$ cat src/rtl/uart_rx_async.sv
// ---------------------------------------------------------------------------
// uart_rx_async
//
// Purpose:
//   Asynchronous UART receiver, the receive-side partner of the CoreUART
//   transmitter. The serial line is oversampled at 16x baud using the shared
//   one-clock baud_en pulse. It recovers 7- or 8-bit frames with optional
//   odd/even parity and presents one byte plus status flags to the host.
//
// Parameters:
//   SYNC_STAGES  number of metastability flops on rx (2..3)
//
// Ports:
//   clk          system clock
//   reset        synchronous, active-high reset
//   baud_en      one-clk pulse at 16x baud; all bit timing advances on it
//   rx           asynchronous serial input, idle high
//   bit8         1: 8 data bits, 0: 7 data bits
//   parity_en    1: a parity bit follows the data bits
//   odd_n_even   1: odd parity, 0: even parity
//   read_rx      host read strobe; clears ready, error and overflow flags
//   rx_data      last accepted byte (bit7 = 0 in 7-bit mode)
//   rx_ready     rx_data holds an unread byte
//   parity_err   parity mismatch on the byte in rx_data
//   framing_err  stop bit sampled low on the byte in rx_data
//   overflow     a frame completed while rx_ready was already set
//   rx_idle      receiver state machine is idle
// ---------------------------------------------------------------------------
module uart_rx_async #(
  parameter int SYNC_STAGES = 2
) (
  input  logic       clk,
  input  logic       reset,
  input  logic       baud_en,
  input  logic       rx,
  input  logic       bit8,
  input  logic       parity_en,
  input  logic       odd_n_even,
  input  logic       read_rx,
  output logic [7:0] rx_data,
  output logic       rx_ready,
  output logic       parity_err,
  output logic       framing_err,
  output logic       overflow,
  output logic       rx_idle
);

  typedef enum logic [2:0] {
    ST_IDLE,
    ST_START,
    ST_DATA,
    ST_PARITY,
    ST_STOP,
    ST_BREAK
  } state_t;

  logic [SYNC_STAGES-1:0] sync_q, sync_d;
  state_t                 state_q, state_d;
  logic [3:0]             tick_q, tick_d;
  logic [2:0]             bit_q, bit_d;
  logic [7:0]             shift_q, shift_d;
  logic                   perr_q, perr_d;
  logic [7:0]             rx_data_q, rx_data_d;
  logic                   rx_ready_q, rx_ready_d;
  logic                   parity_err_q, parity_err_d;
  logic                   framing_err_q, framing_err_d;
  logic                   overflow_q, overflow_d;

  logic                   rx_s;
  logic                   frame_done;
  logic [2:0]             last_bit;
  logic [7:0]             data_bits;

  assign rx_s      = sync_q[SYNC_STAGES-1];
  assign last_bit  = bit8 ? 3'd7 : 3'd6;
  // In 7-bit mode bit7 of the shift register is stale, so mask it both for
  // the parity check and for the byte handed to the host.
  assign data_bits = bit8 ? shift_q : {1'b0, shift_q[6:0]};

  // Next-state logic: line synchronizer, bit-timing state machine and the
  // host-facing holding register. tick_q is only checked before it is
  // advanced, so 16 baud_en pulses span exactly one bit and the 4-bit counter
  // wraps to 0 on its own at each bit boundary.
  always_comb begin
    sync_d        = {sync_q[SYNC_STAGES-2:0], rx};
    state_d       = state_q;
    tick_d        = tick_q;
    bit_d         = bit_q;
    shift_d       = shift_q;
    perr_d        = perr_q;
    frame_done    = 1'b0;
    rx_data_d     = rx_data_q;
    rx_ready_d    = rx_ready_q;
    parity_err_d  = parity_err_q;
    framing_err_d = framing_err_q;
    overflow_d    = overflow_q;

    if (baud_en) begin
      case (state_q)
        ST_IDLE: begin
          if (!rx_s) begin
            state_d = ST_START;
            tick_d  = 4'd0;
          end
        end
        // Re-check the line half a bit after the falling edge; a high line
        // here means the edge was a glitch.
        ST_START: begin
          if (tick_q == 4'd7) begin
            if (!rx_s) begin
              state_d = ST_DATA;
              tick_d  = 4'd0;
              bit_d   = 3'd0;
              perr_d  = 1'b0;
            end else begin
              state_d = ST_IDLE;
            end
          end else begin
            tick_d = tick_q + 4'd1;
          end
        end
        ST_DATA: begin
          tick_d = tick_q + 4'd1;
          if (tick_q == 4'd15) begin
            shift_d[bit_q] = rx_s;
            bit_d          = bit_q + 3'd1;
            if (bit_q == last_bit) begin
              state_d = parity_en ? ST_PARITY : ST_STOP;
            end
          end
        end
        ST_PARITY: begin
          tick_d = tick_q + 4'd1;
          if (tick_q == 4'd15) begin
            perr_d  = (^data_bits) ^ rx_s ^ odd_n_even;
            state_d = ST_STOP;
          end
        end
        // A low stop bit parks the machine in BREAK so a line held low
        // cannot immediately start another frame.
        ST_STOP: begin
          tick_d = tick_q + 4'd1;
          if (tick_q == 4'd15) begin
            frame_done = 1'b1;
            state_d    = rx_s ? ST_IDLE : ST_BREAK;
          end
        end
        ST_BREAK: begin
          if (rx_s) begin
            state_d = ST_IDLE;
          end
        end
        default: begin
          state_d = ST_IDLE;
        end
      endcase
    end

    // A completing frame takes priority over a host read in the same clock,
    // so the freshly loaded byte is never lost to the read strobe.
    if (frame_done) begin
      if (!rx_ready_q || read_rx) begin
        rx_data_d     = data_bits;
        parity_err_d  = perr_q & parity_en;
        framing_err_d = ~rx_s;
        rx_ready_d    = 1'b1;
        overflow_d    = 1'b0;
      end else begin
        overflow_d    = 1'b1;
      end
    end else if (read_rx) begin
      rx_ready_d    = 1'b0;
      parity_err_d  = 1'b0;
      framing_err_d = 1'b0;
      overflow_d    = 1'b0;
    end
  end

  // State register. Reset also aborts any frame in progress and returns the
  // synchronizer to the idle line level.
  always_ff @(posedge clk) begin
    if (reset) begin
      sync_q        <= '1;
      state_q       <= ST_IDLE;
      tick_q        <= 4'd0;
      bit_q         <= 3'd0;
      shift_q       <= 8'h00;
      perr_q        <= 1'b0;
      rx_data_q     <= 8'h00;
      rx_ready_q    <= 1'b0;
      parity_err_q  <= 1'b0;
      framing_err_q <= 1'b0;
      overflow_q    <= 1'b0;
    end else begin
      sync_q        <= sync_d;
      state_q       <= state_d;
      tick_q        <= tick_d;
      bit_q         <= bit_d;
      shift_q       <= shift_d;
      perr_q        <= perr_d;
      rx_data_q     <= rx_data_d;
      rx_ready_q    <= rx_ready_d;
      parity_err_q  <= parity_err_d;
      framing_err_q <= framing_err_d;
      overflow_q    <= overflow_d;
    end
  end

  assign rx_data     = rx_data_q;
  assign rx_ready    = rx_ready_q;
  assign parity_err  = parity_err_q;
  assign framing_err = framing_err_q;
  assign overflow    = overflow_q;
  assign rx_idle     = (state_q == ST_IDLE);

endmodule

$ cat config.mk
export PLATFORM = sky130hd
export DESIGN_NAME = uart_rx_async
export DESIGN_NICKNAME = d
export VERILOG_FILES = /design/src/rtl/uart_rx_async.sv
export SDC_FILE = /design/constraint.sdc
export NUM_CORES = 1
export LEC_CHECK = 0
export BUFFER_PORTS_ARGS = -buffer_cell sky130_fd_sc_hd__buf_2
export CAP_MARGIN = 25
export CORE_MARGIN = 3
export CORE_UTILIZATION = 60
export CTS_CLUSTER_DIAMETER = 80
export DETAILED_ROUTE_END_ITERATION = 10
export PLACE_DENSITY_LB_ADDON = 0.3
export SLEW_MARGIN = 20
export SYNTH_ARGS = -nofsm -noshare
export SYNTH_HDL_FRONTEND = slang
export SYNTH_SLANG_ARGS = --single-unit
$ cat constraint.sdc
create_clock -name clk -period 3.4 [get_ports clk]
set_input_delay 0.34 -clock clk [delete_from_list [all_inputs] [get_ports clk]]
set_output_delay 0.34 -clock clk [all_outputs]
set_load 0.05 [all_outputs]
Yosys cells after proc, flatten, opt, wreduce, memory -nomap -nowiden
Index checks and enable logic that the tools add are counted.
- bits in registers: 33
- bits of input ports: 8
- output and inout bits: 13
- logic and storage cells: 92
- add/subtract/negate cells: 2
- order comparisons: 2
- equal/unequal tests: 17
- muxes and demuxes: 39
- bitwise logic cells: 4
- reduce and logical (&&, ||, !) cells: 17
- operators with widths (operator ; number):
    3-bit two-way mux ; 12
    3-bit one-hot mux with 6 select lines ; 1
    1-bit two-way mux ; 17
    2-bit inequality test (second input constant) ; 8
    4-bit one-hot mux with 3 select lines ; 1
    5-bit AND reduction ; 2
    8-bit bitwise mux ; 1
    4-bit two-way mux ; 2
    8-bit two-way mux ; 1
    8-bit AND reduction ; 1
    8-bit XOR reduction ; 1
    3-bit by 2-bit equality test with 1-bit output (second input constant) ; 2
    3-bit equality test (second input constant) ; 2
    3-bit one-hot mux with 2 select lines ; 1
    2-bit AND reduction ; 3
    2-bit nonzero test ; 3
    4-bit by 1-bit adder with 4-bit output (second input constant) ; 1
    4-bit by 3-bit equality test with 1-bit output (second input constant) ; 1
    4-bit equality test (second input constant) ; 1
    3-bit by 4-bit less-than comparator with 1-bit output (second input constant) ; 1
    3-bit by 1-bit adder with 3-bit output (second input constant) ; 1
    1-bit demux with 3-bit select ; 1
    3-bit by 1-bit equality test with 1-bit output (second input constant) ; 1
    3-bit equality test ; 1
    14 further kinds ; 15

Logic depth before layout (Yosys ltp)
Gate-level depths: netlist of run 1.
- word-level depth: 6
- depth in mapped cells: 7
- depth with buffers taken out: 6

Worst setup path after synthesis of run 1
Ideal clock, no wire load.
- kind: reg-to-reg
- start point: reg state_q[1]
- end point: reg tick_q[2]
- setup time: 0.128 ns
- arrival: 2.190 ns
- required time: 3.272 ns
- setup slack: 1.083 ns
- stages on the path, launching flop included: 7
- path buffers: 2
- period minus slack after synthesis: 2.317 ns
- path through: dfxtp_1 -> buf_6 -> clkbuf_1 -> nor3_1 -> and3b_1 -> a21oi_1 -> nor2_1
- elaborated cells between the ends (all ways): 9
- classes of those cells: eq/ne: 4; mux: 1; reduce/logical: 4
- RTL lines (what ; line ; text):
    from (decl) ; 58 ; state_t state_q, state_d;
    from (signal assigned) ; 196 ; state_q <= state_d;
    3-bit logical NOT * ; n/a ;
    via rx_idle ; 45 ; output logic rx_idle
    3-bit nonzero test (no line) ; n/a ;
    2-bit AND reduction (no line) ; n/a ;
    to (signal assigned) ; 197 ; tick_q <= tick_d;
    to (decl) ; 59 ; logic [3:0] tick_q, tick_d;
Mark *: on every way through the listed nets, which the timed path passes. The rest lies on a longest branch.
A chain may end at the register's enable or synchronous reset.

Worst setup path in the final report of run 1
- start point: reg tick_q[0]
- end point: reg rx_data_q[2], in the netlist rx_data[2]
- cells in the longest elaborated chain, start to end: 5
- RTL lines (what ; line ; text):
    4-bit equality test ; 143 ; if (tick_q == 4'd15) begin
    1-bit two-way mux ; 143 ;
    1-bit two-way mux ; 99 ; case (state_q)
    1-bit two-way mux ; 98 ; if (baud_en) begin
    2-bit AND reduction (no line) ; n/a ;
    to (signal assigned) ; 201 ; rx_data_q <= rx_data_d;
    to (decl) ; 63 ; logic [7:0] rx_data_q, rx_data_d;
No other way between the ends.

==> report_table.html, run 1 <==
<table>
<tr><th>Metric</th><th>Value</th></tr>
<tr><th colspan="2">Setup path</th></tr>
<tr><td>CP max stage delay</td><td>0.55 ns</td></tr>
<tr><td>Data required time at the worst endpoint</td><td>3.63 ns</td></tr>
<tr><td>Critical path peak fanout</td><td>11</td></tr>
<tr><td>CP Cell Sequence</td><td>ha_1 -&gt; nand4_1 -&gt; nor4b_4 -&gt; and2_1 -&gt; mux2i_1 -&gt; nor2_1</td></tr>
<tr><td>Endpoint kind of the worst setup timing path</td><td>flip-flop</td></tr>
<tr><td>Crit path buf inv count</td><td>0</td></tr>
<tr><td>Startpoint type of the worst setup path</td><td>flip-flop</td></tr>
<tr><td>Critical Path AT</td><td>2.57 ns</td></tr>
<tr><td>Critical-path top delay cell</td><td>and2_1</td></tr>
<tr><td>Crit Path Class</td><td>reg2reg</td></tr>
<tr><td>Critical path's top delay family</td><td>simple AND/OR/NAND/NOR gates</td></tr>
<tr><th colspan="2">STA</th></tr>
<tr><td>Clock Skews</td><td>0.01102 ns</td></tr>
<tr><td>Highest clock frequency the design can meet</td><td>427.2 MHz</td></tr>
<tr><td>Finish-stage setup viols</td><td>0</td></tr>
<tr><td>Min setup slack post-route</td><td>1.059 ns</td></tr>
<tr><td>Least-Margin Pin Slew</td><td>0.6745 ns</td></tr>
<tr><td>Period utilization</td><td>68.84%</td></tr>
<tr><td>Final TNS setup</td><td>0 ns</td></tr>
<tr><td>Setup repair after global routing missed its margin</td><td>no</td></tr>
<tr><td>Min Tclk post-route</td><td>2.341 ns</td></tr>
<tr><td>Final Hold Vio Count</td><td>0</td></tr>
<tr><td>Final number of max-transition violations</td><td>0</td></tr>
<tr><td>Max-Slew Margin vs Limit</td><td>54.97%</td></tr>
<tr><th colspan="2">Synth</th></tr>
<tr><td>Mapped Nets</td><td>215</td></tr>
<tr><td>Post-synthesis area per instance</td><td>8.557 µm²</td></tr>
<tr><td>Area share of the largest cell type after synthesis</td><td>37.66%</td></tr>
<tr><td>Number of enable flip-flop cells after synthesis</td><td>0</td></tr>
<tr><td>Xor and xnor fraction of the mapped netlist area</td><td>4.993%</td></tr>
<tr><td>Syn Inst Count</td><td>205</td></tr>
<tr><td>Yosys warning total</td><td>0</td></tr>
<tr><td>Synth area leader</td><td>dfxtp_1</td></tr>
<tr><td>Share of the yosys chip area belonging to registers</td><td>37.66%</td></tr>
<tr><td>Post-Synth Simple-Gate Area</td><td>26.60%</td></tr>
<tr><td>Combinational family with the most area after synthesis</td><td>simple AND/OR/NAND/NOR gates</td></tr>
<tr><td>Compound-gate portion of the synthesized area</td><td>11.63%</td></tr>
<tr><td>Number of distinct library cells after synthesis</td><td>45</td></tr>
<tr><td>Mux contribution to synthesized area</td><td>11.13%</td></tr>
<tr><td>Arithmetic-cell share of the synthesized area counting full adders, half adders and majority gates</td><td>1.427%</td></tr>
<tr><td>Post-synthesis register bit count</td><td>33</td></tr>
<tr><td>Most common flop cell mapped by yosys</td><td>dfxtp_1</td></tr>
<tr><td>Post-synthesis async set-or-reset flop share</td><td>0%</td></tr>
<tr><td>Synth top area cells</td><td>dfxtp_1, mux2i_1, nor2_1</td></tr>
<tr><td>Synthesized area</td><td>0.001754 mm²</td></tr>
<tr><th colspan="2">Clock network</th></tr>
<tr><td>Number of buffers on the longest clock path</td><td>2</td></tr>
<tr><td>Clock buffer count from CTS</td><td>5</td></tr>
<tr><td>CTS tree</td><td>done</td></tr>
<tr><td>Clock transition time at the flip-flop clock pins of the worst setup and hold paths</td><td>0.10 ns</td></tr>
<tr><td>H-tree levels</td><td>2</td></tr>
<tr><td>Post-CTS setup buffer count</td><td>0</td></tr>
<tr><td>Number of cells upsized or downsized after cts</td><td>0</td></tr>
<tr><td>Clock latency of the later-clocked register in the worst-skew pair</td><td>0.35 ns</td></tr>
<tr><td>Number of sinks on the clock net</td><td>33</td></tr>
<tr><td>CTS Hold Bufs</td><td>0</td></tr>
<tr><td>Cell at the root of the clock tree</td><td>clkbuf_4</td></tr>
<tr><th colspan="2">Routing</th></tr>
<tr><td>First-iteration detailed-routing DRC count</td><td>83</td></tr>
<tr><td>Detail Route Antenna Nets</td><td>0</td></tr>
<tr><td>Average detailed-routed wire length per instance</td><td>14.42 µm</td></tr>
<tr><td>Wire length reported by the detailed router</td><td>3575 µm</td></tr>
<tr><td>Vias per cell</td><td>5.887</td></tr>
<tr><td>Total number of vias</td><td>1460</td></tr>
<tr><td>DR pass1 iterations</td><td>4</td></tr>
<tr><td>DRC violation count after routing</td><td>0</td></tr>
<tr><th colspan="2">Placement</th></tr>
<tr><td>Port Buf Inserts</td><td>20</td></tr>
<tr><td>Minimum setup slack after placement</td><td>1.078 ns</td></tr>
<tr><td>Detailed-placement wirelength estimate</td><td>2553 µm</td></tr>
<tr><td>Final weighted congestion in routability-driven placement</td><td>0.8256</td></tr>
<tr><td>Post-place instance area</td><td>0.001810 mm²</td></tr>
<tr><th colspan="2">Status</th></tr>
<tr><td>Run status</td><td>finished clean</td></tr>
<tr><th colspan="2">Floorplan</th></tr>
<tr><td>Number of rows in the core area</td><td>18</td></tr>
<tr><td>Die span in x</td><td>60.07 µm</td></tr>
<tr><td>Core outline area</td><td>0.002635 mm²</td></tr>
<tr><td>Die Y-Extent</td><td>60.07 µm</td></tr>
<tr><td>Io pins</td><td>21</td></tr>
<tr><td>Area of the die</td><td>0.003608 mm²</td></tr>
<tr><td>Starting Density</td><td>66.57%</td></tr>
<tr><th colspan="2">Power</th></tr>
<tr><td>Total design power</td><td>650.6 µW</td></tr>
<tr><td>Max rail drop VDD</td><td>0.3726 mV</td></tr>
<tr><td>Leak pwr</td><td>0.0007197 µW</td></tr>
<tr><td>Power per cell area</td><td>348.7 mW/mm²</td></tr>
<tr><th colspan="2">Final layout</th></tr>
<tr><td>Fraction of layout cells with a size suffix above 1</td><td>16.97%</td></tr>
<tr><td>Synth-to-layout area growth</td><td>6.348%</td></tr>
<tr><td>Count of antenna diodes in the layout</td><td>0</td></tr>
<tr><td>Final design area excluding fillers</td><td>0.001866 mm²</td></tr>
<tr><td>Total Nets Final</td><td>227</td></tr>
<tr><th colspan="2">Job</th></tr>
<tr><td>Total of max-cap violations</td><td>0</td></tr>
<tr><th colspan="2">Global routing</th></tr>
<tr><td>Antenna violations before repair</td><td>0</td></tr>
<tr><td>Remaining global-route overflow</td><td>0</td></tr>
<tr><td>Largest net degree at the start of global routing</td><td>36</td></tr>
<tr><td>GRT Resource Usage Total</td><td>22.86%</td></tr>
<tr><td>Number of global-route vias before repair</td><td>1421</td></tr>
<tr><td>First-pass GRT wire length</td><td>6092 µm</td></tr>
<tr><th colspan="2">Hold path</th></tr>
<tr><td>Hold WC Path Type</td><td>in2reg</td></tr>
</table>
==> cell type report <==
cell class                 count  area (µm²)
inverter                       9       33.78
multi-input combinational    148       978.4
tap                           30       37.54
timing repair buffer          20       100.1
sequential                    33       660.6
clock buffer                   5       37.54
clock inverter                 3       17.52
fill                         216       769.5
==> cells in the final DEF, fill, tap and decap left out, types with 3 or more instances in the layout <==
master    synthesis  layout
a21oi_1          11      11
buf_2             2      20
clkbuf_4          1       5
dfxtp_1          33      33
inv_1             9       9
mux2i_1          18      18
nand2_1          12      12
nand2b_1          4       4
nand3_1           5       5
nand3b_1          6       6
nor2_1           29      29
nor3_1            7       7
o21a_1            3       3
o21ai_0           6       6
xnor2_1           9       9
==> report_power, final <==
group	switching (µW)	internal [µW]	total, µW
combinational	23.3	15.7	39.0
clock	138	77.7	215
sequential	7.44	389	396
==> state kept, by name (all words and copies together), names as in the netlist <==
name         cells
perr_q           1
overflow         1
parity_err       1
state_q          3
framing_err      1
sync_q           2
rx_data          8
bit_q            3
tick_q           4
shift_q          8
rx_ready         1
==> logic make-up (layout without fill, tap and decap cells) <==
logic type               after synthesis  count (layout)
buffers and inverters                 24              37
multiplexers                          19              19
AO/OA/AOI/OAI                         32              32
XOR/XNOR                              10              10
flip-flops                            33              33
adder cells (fa/ha/maj)                2               2
AND/OR/NAND/NOR                       85              85
==> per-stage QoR <==
step           std cells  hold slack (ns)  utilization [%]
5_1_grt              248           0.1792            70.80
6_report             248           0.1766            70.80
2_1_floorplan        205           0.3895                -
3_3_place_gp         240           0.4005            68.71
4_1_cts              248           0.1730            70.80
3_5_place_dp         240           0.4071            68.71
==> cell usage after synthesis (2+ instances only) <==
master and n:
a211oi_1 2, mux2i_1 18, and2_1 2, or2_2 2, a31oi_1 2, dfxtp_1 33
nor3_1 7, nand4_1 2, nand3b_1 6, a21oi_1 11, nor2b_1 2, nand2_1 12
buf_6 2, o21a_1 3, ha_1 2, xnor2_1 9, or3_4 2, clkbuf_1 8
or3b_1 2, a22oi_1 2, nand2b_1 4, inv_1 9, buf_2 2, o21ai_0 6
nor2_1 29, nand3_1 5, or4_1 2, or3_1 2
==> path summary, 6_finish.rpt <==
path / from / to / slack [ns] / depth (start not counted)
worst min-delay path: rx / sync_q[0] / 0.18 / 2
worst min register to register: sync_q[0] / sync_q[1] / 0.43 / 1
worst max register to register: tick_q[0] / rx_data[2] / 1.06 / 6
worst max-delay path: tick_q[0] / rx_data[2] / 1.06 / 6
==> metal layers <==
layer	global-route usage, %	part of all wire (%)	vias up
li1	-	-	731
met1	27.06	44	685
met2	38.12	49	36
met3	5.184	4.8	8
met4	12.03	2.1	0
met5	0	0	-
(Power assumes the default switching activity.)
==> run 2, diff against run 1 <==
- CORE_UTILIZATION: 60 -> 57
- clock period: 3.4 -> 2.3 ns (I/O delays scaled with it)
==> report_table.html, run 2 (synthesis results as in run 1) <==
<table>
<tr><th>Metric</th><th>Value</th></tr>
<tr><th colspan="2">STA</th></tr>
<tr><td>Clock Skews</td><td>0.01496 ns (was 0.01102 ns)</td></tr>
<tr><td>Final Hold Vio Count</td><td>0 (unchanged)</td></tr>
<tr><td>Highest clock frequency the design can meet</td><td>472.5 MHz (was 427.2 MHz)</td></tr>
<tr><td>Min setup slack post-route</td><td>0.1835 ns (was 1.059 ns)</td></tr>
<tr><td>Period utilization</td><td>92.02% (was 68.84%)</td></tr>
<tr><td>Max-Slew Margin vs Limit</td><td>61.49% (was 54.97%)</td></tr>
<tr><td>Min Tclk post-route</td><td>2.117 ns (was 2.341 ns)</td></tr>
<tr><td>Finish-stage setup viols</td><td>0 (unchanged)</td></tr>
<tr><td>Final TNS setup</td><td>0 ns (unchanged)</td></tr>
<tr><td>Setup repair after global routing missed its margin</td><td>no (unchanged)</td></tr>
<tr><td>Final number of max-transition violations</td><td>0 (unchanged)</td></tr>
<tr><td>Least-Margin Pin Slew</td><td>0.5777 ns (was 0.6745 ns)</td></tr>
<tr><th colspan="2">Clock network</th></tr>
<tr><td>CTS Hold Bufs</td><td>0 (unchanged)</td></tr>
<tr><td>H-tree levels</td><td>2 (unchanged)</td></tr>
<tr><td>Clock transition time at the flip-flop clock pins of the worst setup and hold paths</td><td>0.11 ns (was 0.10 ns)</td></tr>
<tr><td>Clock latency of the later-clocked register in the worst-skew pair</td><td>0.35 ns (about the same)</td></tr>
<tr><td>Clock buffer count from CTS</td><td>5 (unchanged)</td></tr>
<tr><td>Number of sinks on the clock net</td><td>33 (unchanged)</td></tr>
<tr><td>Cell at the root of the clock tree</td><td>clkbuf_4 (unchanged)</td></tr>
<tr><td>Number of buffers on the longest clock path</td><td>2 (unchanged)</td></tr>
<tr><td>CTS tree</td><td>done (unchanged)</td></tr>
<tr><th colspan="2">Routing</th></tr>
<tr><td>First-iteration detailed-routing DRC count</td><td>134 (was 83)</td></tr>
<tr><td>Total number of vias</td><td>1507 (was 1460)</td></tr>
<tr><td>Detail Route Antenna Nets</td><td>0 (unchanged)</td></tr>
<tr><td>DR pass1 iterations</td><td>5 (was 4)</td></tr>
<tr><td>DRC violation count after routing</td><td>0 (unchanged)</td></tr>
<tr><td>Vias per cell</td><td>5.910 (was 5.887)</td></tr>
<tr><td>Average detailed-routed wire length per instance</td><td>14.51 µm (was 14.42 µm)</td></tr>
<tr><td>Wire length reported by the detailed router</td><td>3699 µm (was 3575 µm)</td></tr>
<tr><th colspan="2">Floorplan</th></tr>
<tr><td>Io pins</td><td>21 (unchanged)</td></tr>
<tr><td>Starting Density</td><td>61.49% (was 66.57%)</td></tr>
<tr><td>Area of the die</td><td>0.003779 mm² (was 0.003608 mm²)</td></tr>
<tr><td>Core outline area</td><td>0.002853 mm² (was 0.002635 mm²)</td></tr>
<tr><td>Number of rows in the core area</td><td>19 (was 18)</td></tr>
<tr><td>Die span in x</td><td>61.48 µm (was 60.07 µm)</td></tr>
<tr><td>Die Y-Extent</td><td>61.48 µm (was 60.07 µm)</td></tr>
<tr><th colspan="2">Setup path</th></tr>
<tr><td>Launch point of the worst reg-to-reg path</td><td>tick_q[0] (unchanged)</td></tr>
<tr><td>Worst reg2reg endpoint</td><td>rx_data[4] (was rx_data[2])</td></tr>
<tr><td>Data required time at the worst endpoint</td><td>2.51 ns (was 3.63 ns)</td></tr>
<tr><td>Critical Path AT</td><td>2.33 ns (was 2.57 ns)</td></tr>
<tr><td>Crit Path Class</td><td>reg2reg (unchanged)</td></tr>
<tr><td>Critical path peak fanout</td><td>8 (was 11)</td></tr>
<tr><td>R2R depth</td><td>7 (was 6)</td></tr>
<tr><td>Startpoint type of the worst setup path</td><td>flip-flop (unchanged)</td></tr>
<tr><td>Reg-to-reg setup timing slack</td><td>0.18 ns (was 1.06 ns)</td></tr>
<tr><td>Endpoint kind of the worst setup timing path</td><td>flip-flop (unchanged)</td></tr>
<tr><th colspan="2">Placement</th></tr>
<tr><td>Final weighted congestion in routability-driven placement</td><td>0.7847 (was 0.8256)</td></tr>
<tr><td>Minimum setup slack after placement</td><td>0.1746 ns (was 1.078 ns)</td></tr>
<tr><td>Detailed-placement wirelength estimate</td><td>2677 µm (was 2553 µm)</td></tr>
<tr><td>Port Buf Inserts</td><td>20 (unchanged)</td></tr>
<tr><th colspan="2">Final layout</th></tr>
<tr><td>Synth-to-layout area growth</td><td>9.058% (was 6.348%)</td></tr>
<tr><td>Count of antenna diodes in the layout</td><td>0 (unchanged)</td></tr>
<tr><td>Fraction of layout cells with a size suffix above 1</td><td>19.20% (was 16.97%)</td></tr>
<tr><td>Total Nets Final</td><td>233 (was 227)</td></tr>
<tr><td>Top library cells by usage in the layout, fill and taps aside</td><td>dfxtp_1, nor2_1, buf_2, mux2i_1, nand2_1 (unchanged)</td></tr>
<tr><td>Most frequent standard cell in the layout excluding fill and tap cells</td><td>dfxtp_1 (unchanged)</td></tr>
<tr><th colspan="2">Hold path</th></tr>
<tr><td>Endpoint of the worst hold path</td><td>overflow (was sync_q[0])</td></tr>
<tr><td>Hold WC Path Type</td><td>in2reg (unchanged)</td></tr>
<tr><td>Hold Crit Start</td><td>read_rx (was rx)</td></tr>
<tr><td>Cell depth of the worst min-delay path</td><td>2 (unchanged)</td></tr>
<tr><th colspan="2">Global routing</th></tr>
<tr><td>Number of global-route vias before repair</td><td>1361 (was 1421)</td></tr>
<tr><td>GRT Resource Usage Total</td><td>21.95% (was 22.86%)</td></tr>
<tr><td>Antenna violations before repair</td><td>0 (unchanged)</td></tr>
<tr><td>Largest net degree at the start of global routing</td><td>36 (unchanged)</td></tr>
<tr><td>First-pass GRT wire length</td><td>6044 µm (was 6092 µm)</td></tr>
<tr><td>Remaining global-route overflow</td><td>0 (unchanged)</td></tr>
<tr><th colspan="2">Power</th></tr>
<tr><td>Net Sw Power</td><td>245.8 µW (was 168.2 µW)</td></tr>
<tr><td>Power share of the sequential group</td><td>60.5% (was 60.9%)</td></tr>
<tr><td>Pint</td><td>717.0 µW (was 482.3 µW)</td></tr>
<tr><td>Switching part of the total power</td><td>25.53% (was 25.86%)</td></tr>
<tr><td>Part of the power in combinational logic</td><td>6.6% (was 6.0%)</td></tr>
<tr><td>Leak pwr</td><td>0.0007534 µW (was 0.0007197 µW)</td></tr>
<tr><td>Max rail drop VDD</td><td>0.4682 mV (was 0.3726 mV)</td></tr>
<tr><td>Relative contribution of the clock network to total power</td><td>32.8% (was 33.1%)</td></tr>
<tr><td>Power per cell area</td><td>503.3 mW/mm² (was 348.7 mW/mm²)</td></tr>
<tr><th colspan="2">Status</th></tr>
<tr><td>Run status</td><td>finished clean (unchanged)</td></tr>
<tr><th colspan="2">Job</th></tr>
<tr><td>Total of max-cap violations</td><td>0 (unchanged)</td></tr>
</table>
==> run 2: metrics by stage <==
stage	util (%)	area, µm²	total power [µW]	hold WS (ns)	std cells
after floorplan	-	1759	639.3	0.3093	205
after global placement	65.26	1862	657.0	0.4006	247
after global routing	67.06	1913	1002	0.04362	255
after detailed placement	65.26	1862	659.6	0.4083	247
final	67.06	1913	962.8	0.05358	255
after CTS	67.06	1913	968.8	0.04611	255
==> run 2: power by group through the flow <==
stage | sequential (µW) | clock (µW) | combinational (µW)
after floorplan | 591 | 0 | 48.2
after global placement | 595 | 0 | 61.7
after detailed placement | 596 | 0 | 63.7
after CTS | 582 | 322 | 63.9
after global routing | 584 | 348 | 69.8
final | 583 | 316 | 64.0
==> run 2: critical path: stages, from the launching register on <==
cell,delay [ns]
dfxtp_1,0.41
ha_1,0.22
nand4_1,0.30
nor4b_4,0.41
and2_1,0.21
buf_4,0.18
mux2i_1,0.21
nor2_1,0.05
==> run 2: layout make-up <==
| cell class | count | area, µm² |
|---|---|---|
| multi-input combinational | 148 | 983.4 |
| sequential | 33 | 660.6 |
| clock buffer | 6 | 41.29 |
| clock inverter | 2 | 10.01 |
| fill | 249 | 939.7 |
| inverter | 9 | 33.78 |
| tap | 31 | 38.79 |
| timing repair buffer | 26 | 145.1 |
==> run 2: repair_timing <==
action	4_1_cts	5_1_grt
endpoints found under the setup margin	0	3
resized for setup	0	0
buffers inserted	0	0
==> run 2: how the worst max path moves through the flow <==
stage	depth (start not counted)	start	endpoint
after global routing	7	tick_q[0]	rx_data[6]
after CTS	7	tick_q[0]	rx_data[4]
after floorplan	5	state_q[0]	tick_q[2]
final	7	tick_q[0]	rx_data[4]
after global placement	7	tick_q[0]	rx_data[5]
after detailed placement	7	tick_q[0]	rx_data[4]
==> run 2: routing by layer <==
layer,global-route usage (%),share of wire [%]
met4,11.52,1.3
met1,28.39,44
met2,33.38,46
met5,0,0
met3,5.870,8.6
==> run 3, diff against run 2 <==
- GPL_TIMING_DRIVEN: default -> 0
==> report_table.html, run 3 (synthesis results as in run 1) <==
<table>
<tr><th>Metric</th><th>Value</th></tr>
<tr><th colspan="2">Status</th></tr>
<tr><td>Run status</td><td>finished clean (unchanged)</td></tr>
<tr><th colspan="2">Clock network</th></tr>
<tr><td>Clock buffer count from CTS</td><td>5 (unchanged)</td></tr>
<tr><td>CTS tree</td><td>done (unchanged)</td></tr>
<tr><td>Number of sinks on the clock net</td><td>33 (unchanged)</td></tr>
<tr><td>CTS Hold Bufs</td><td>0 (unchanged)</td></tr>
<tr><td>Post-CTS setup buffer count</td><td>0 (unchanged)</td></tr>
<tr><td>Clock latency of the later-clocked register in the worst-skew pair</td><td>0.34 ns (was 0.35 ns)</td></tr>
<tr><td>Number of buffers on the longest clock path</td><td>2 (unchanged)</td></tr>
<tr><td>H-tree levels</td><td>2 (unchanged)</td></tr>
<tr><td>Cell at the root of the clock tree</td><td>clkbuf_4 (unchanged)</td></tr>
<tr><td>Clock transition time at the flip-flop clock pins of the worst setup and hold paths</td><td>0.10 ns (was 0.11 ns)</td></tr>
<tr><td>Number of cells upsized or downsized after cts</td><td>0 (unchanged)</td></tr>
<tr><th colspan="2">Setup path</th></tr>
<tr><td>Startpoint type of the worst setup path</td><td>flip-flop (unchanged)</td></tr>
<tr><td>CP max stage delay</td><td>0.42 ns (was 0.41 ns)</td></tr>
<tr><td>Crit Path Class</td><td>reg2reg (unchanged)</td></tr>
<tr><td>Crit path buf inv count</td><td>1 (unchanged)</td></tr>
<tr><td>Critical Path AT</td><td>2.35 ns (was 2.33 ns)</td></tr>
<tr><td>Critical path peak fanout</td><td>10 (was 8)</td></tr>
<tr><td>Endpoint kind of the worst setup timing path</td><td>flip-flop (unchanged)</td></tr>
<tr><td>Critical-path top delay cell</td><td>nor4b_4 (was dfxtp_1)</td></tr>
<tr><td>Data required time at the worst endpoint</td><td>2.52 ns (was 2.51 ns)</td></tr>
<tr><td>CP Cell Sequence</td><td>ha_1 -&gt; nand4_1 -&gt; nor4b_4 -&gt; and2_1 -&gt; buf_6 -&gt; mux2i_1 -&gt; nor2_1 (was ha_1 -&gt; nand4_1 -&gt; nor4b_4 -&gt; and2_1 -&gt; buf_4 -&gt; mux2i_1 -&gt; nor2_1)</td></tr>
<tr><td>Critical path's top delay family</td><td>simple AND/OR/NAND/NOR gates (unchanged)</td></tr>
<tr><th colspan="2">Power</th></tr>
<tr><td>Pint</td><td>860.6 µW (was 717.0 µW)</td></tr>
<tr><td>Max rail drop VDD</td><td>0.4314 mV (was 0.4682 mV)</td></tr>
<tr><td>Leak pwr</td><td>0.0007693 µW (was 0.0007534 µW)</td></tr>
<tr><td>Part of the power in combinational logic</td><td>6.2% (was 6.6%)</td></tr>
<tr><td>Relative contribution of the clock network to total power</td><td>41.5% (was 32.8%)</td></tr>
<tr><td>Switching part of the total power</td><td>22.29% (was 25.53%)</td></tr>
<tr><td>Net Sw Power</td><td>246.9 µW (was 245.8 µW)</td></tr>
<tr><td>Power share of the sequential group</td><td>52.3% (was 60.5%)</td></tr>
<tr><td>Power per cell area</td><td>559.9 mW/mm² (was 503.3 mW/mm²)</td></tr>
<tr><th colspan="2">Routing</th></tr>
<tr><td>Wire length reported by the detailed router</td><td>3477 µm (was 3699 µm)</td></tr>
<tr><td>Total number of vias</td><td>1479 (was 1507)</td></tr>
<tr><td>Vias per cell</td><td>5.624 (was 5.910)</td></tr>
<tr><td>First-iteration detailed-routing DRC count</td><td>44 (was 134)</td></tr>
<tr><td>DR pass1 iterations</td><td>4 (was 5)</td></tr>
<tr><td>Detail Route Antenna Nets</td><td>0 (unchanged)</td></tr>
<tr><td>Average detailed-routed wire length per instance</td><td>13.22 µm (was 14.51 µm)</td></tr>
<tr><td>DRC violation count after routing</td><td>0 (unchanged)</td></tr>
<tr><th colspan="2">Global routing</th></tr>
<tr><td>Grt met3 use</td><td>3.774% (was 5.870%)</td></tr>
<tr><td>Number of global-route vias before repair</td><td>1217 (was 1361)</td></tr>
<tr><td>Remaining global-route overflow</td><td>0 (unchanged)</td></tr>
<tr><td>Most crowded layer after global routing</td><td>met2 (unchanged)</td></tr>
<tr><td>Largest net degree at the start of global routing</td><td>11 (was 36)</td></tr>
<tr><td>First-pass GRT wire length</td><td>5430 µm (was 6044 µm)</td></tr>
<tr><td>Global-route track usage on met1</td><td>28.03% (was 28.39%)</td></tr>
<tr><td>GRT Resource Usage Total</td><td>19.41% (was 21.95%)</td></tr>
<tr><td>Antenna violations before repair</td><td>0 (unchanged)</td></tr>
<tr><td>Routing usage on met2</td><td>29.00% (was 33.38%)</td></tr>
<tr><th colspan="2">Hold path</th></tr>
<tr><td>Hold WC Path Type</td><td>in2reg (unchanged)</td></tr>
<tr><th colspan="2">Placement</th></tr>
<tr><td>Total instance count after detailed placement</td><td>255 (was 247)</td></tr>
<tr><td>Port Buf Inserts</td><td>19 (was 20)</td></tr>
<tr><td>Post-place instance area</td><td>0.001893 mm² (was 0.001862 mm²)</td></tr>
<tr><td>Detailed-placement wirelength estimate</td><td>2516 µm (was 2677 µm)</td></tr>
<tr><td>Final weighted congestion in routability-driven placement</td><td>0.8300 (was 0.7847)</td></tr>
<tr><td>Minimum setup slack after placement</td><td>0.1888 ns (was 0.1746 ns)</td></tr>
<tr><th colspan="2">STA</th></tr>
<tr><td>Setup repair after global routing missed its margin</td><td>no (unchanged)</td></tr>
<tr><td>Least-Margin Pin Slew</td><td>0.5557 ns (was 0.5777 ns)</td></tr>
<tr><td>Min Tclk post-route</td><td>2.131 ns (was 2.117 ns)</td></tr>
<tr><td>Min setup slack post-route</td><td>0.1686 ns (was 0.1835 ns)</td></tr>
<tr><td>Highest clock frequency the design can meet</td><td>469.2 MHz (was 472.5 MHz)</td></tr>
<tr><td>Clock Skews</td><td>0.01750 ns (was 0.01496 ns)</td></tr>
<tr><td>Period utilization</td><td>92.67% (was 92.02%)</td></tr>
<tr><td>Max-Slew Margin vs Limit</td><td>62.47% (was 61.49%)</td></tr>
<tr><td>Worst hold slack</td><td>0.08587 ns (was 0.05358 ns)</td></tr>
<tr><td>Final number of max-transition violations</td><td>0 (unchanged)</td></tr>
<tr><td>Final TNS setup</td><td>0 ns (unchanged)</td></tr>
<tr><td>Finish-stage setup viols</td><td>0 (unchanged)</td></tr>
<tr><td>Final Hold Vio Count</td><td>0 (unchanged)</td></tr>
<tr><th colspan="2">Final layout</th></tr>
<tr><td>Top library cells by usage in the layout, fill and taps aside</td><td>dfxtp_1, nor2_1, buf_2, mux2i_1, nand2_1 (unchanged)</td></tr>
<tr><td>Synth-to-layout area growth</td><td>12.77% (was 9.058%)</td></tr>
<tr><td>Count of antenna diodes in the layout</td><td>0 (unchanged)</td></tr>
<tr><td>Fraction of layout cells with a size suffix above 1</td><td>18.10% (was 19.20%)</td></tr>
<tr><td>Non-filler cells in the finished layout</td><td>263 (was 255)</td></tr>
<tr><td>Area occupied by multi-input gates</td><td>983.4 µm² (unchanged)</td></tr>
<tr><td>Total Nets Final</td><td>241 (was 233)</td></tr>
<tr><td>Number of fillers in the final layout</td><td>240 (was 249)</td></tr>
<tr><td>FF/Latch Area</td><td>660.6 µm² (unchanged)</td></tr>
<tr><td>Most frequent standard cell in the layout excluding fill and tap cells</td><td>dfxtp_1 (unchanged)</td></tr>
<tr><td>Final design area excluding fillers</td><td>0.001978 mm² (was 0.001913 mm²)</td></tr>
<tr><th colspan="2">Floorplan</th></tr>
<tr><td>Die Y-Extent</td><td>61.48 µm (unchanged)</td></tr>
<tr><td>Number of rows in the core area</td><td>19 (unchanged)</td></tr>
<tr><td>Core outline area</td><td>0.002853 mm² (unchanged)</td></tr>
<tr><td>Die span in x</td><td>61.48 µm (unchanged)</td></tr>
<tr><td>Area of the die</td><td>0.003779 mm² (unchanged)</td></tr>
<tr><td>Io pins</td><td>21 (unchanged)</td></tr>
<tr><td>Starting Density</td><td>61.49% (unchanged)</td></tr>
<tr><th colspan="2">Job</th></tr>
<tr><td>Total of max-cap violations</td><td>0 (unchanged)</td></tr>
</table>
-- run 3: cell types whose count changed in the layout (fill, tap and decap cells not counted) --
cell / before / now
clkbuf_1: 1 / 9
clkinv_2: 2 / 0
clkbuf_8: 0 / 1
buf_4: 6 / 1
buf_2: 20 / 21
bufinv_16: 0 / 1
buf_6: 0 / 2
clkbuf_4: 5 / 6
buf_1: 0 / 1
-- run 3: layer usage --
metal  vias up  routed length, µm
li1        760                  -
met1       685               1727
met2        30               1570
met3         4                141
met4         0                 37
met5         -                  0
-- run 3: worst paths after layout --
check | startpoint | to | slack (ns) | depth (start not counted)
min | read_rx | overflow | 0.09 | 2
max reg2reg | tick_q[0] | rx_data[6] | 0.17 | 7
max | tick_q[0] | rx_data[6] | 0.17 | 7
min reg2reg | sync_q[0] | sync_q[1] | 0.43 | 1
-- run 3: power groups by stage --
stage / clock (µW) / sequential [µW] / combinational (µW)
global route: 478 / 580 / 75.2
CTS: 457 / 579 / 68.5
floorplan: 0 / 591 / 48.2
global placement: 0 / 592 / 67.4
detailed placement: 0 / 592 / 68.3
finish: 460 / 579 / 68.4
-- run 3: final cells by class --
| type | instances | share of cell area (%) |
|---|---|---|
| plain buffers | 15 | 4.111 |
| clock buffers | 7 | 2.783 |
| clock inverters | 1 | 1.518 |
| inverters | 9 | 1.708 |
| multi-input cells | 148 | 49.72 |
| flip-flops and latches | 33 | 33.40 |
| well taps | 31 | 1.961 |
| repair buffers | 19 | 4.807 |
-- run 3: per-stage QoR --
step	power [µW]	util [%]
after floorplan	639.3	-
after global placement	659.6	66.36
after detailed placement	660.6	66.36
after CTS	1105	69.34
after global routing	1133	69.34
final	1107	69.34
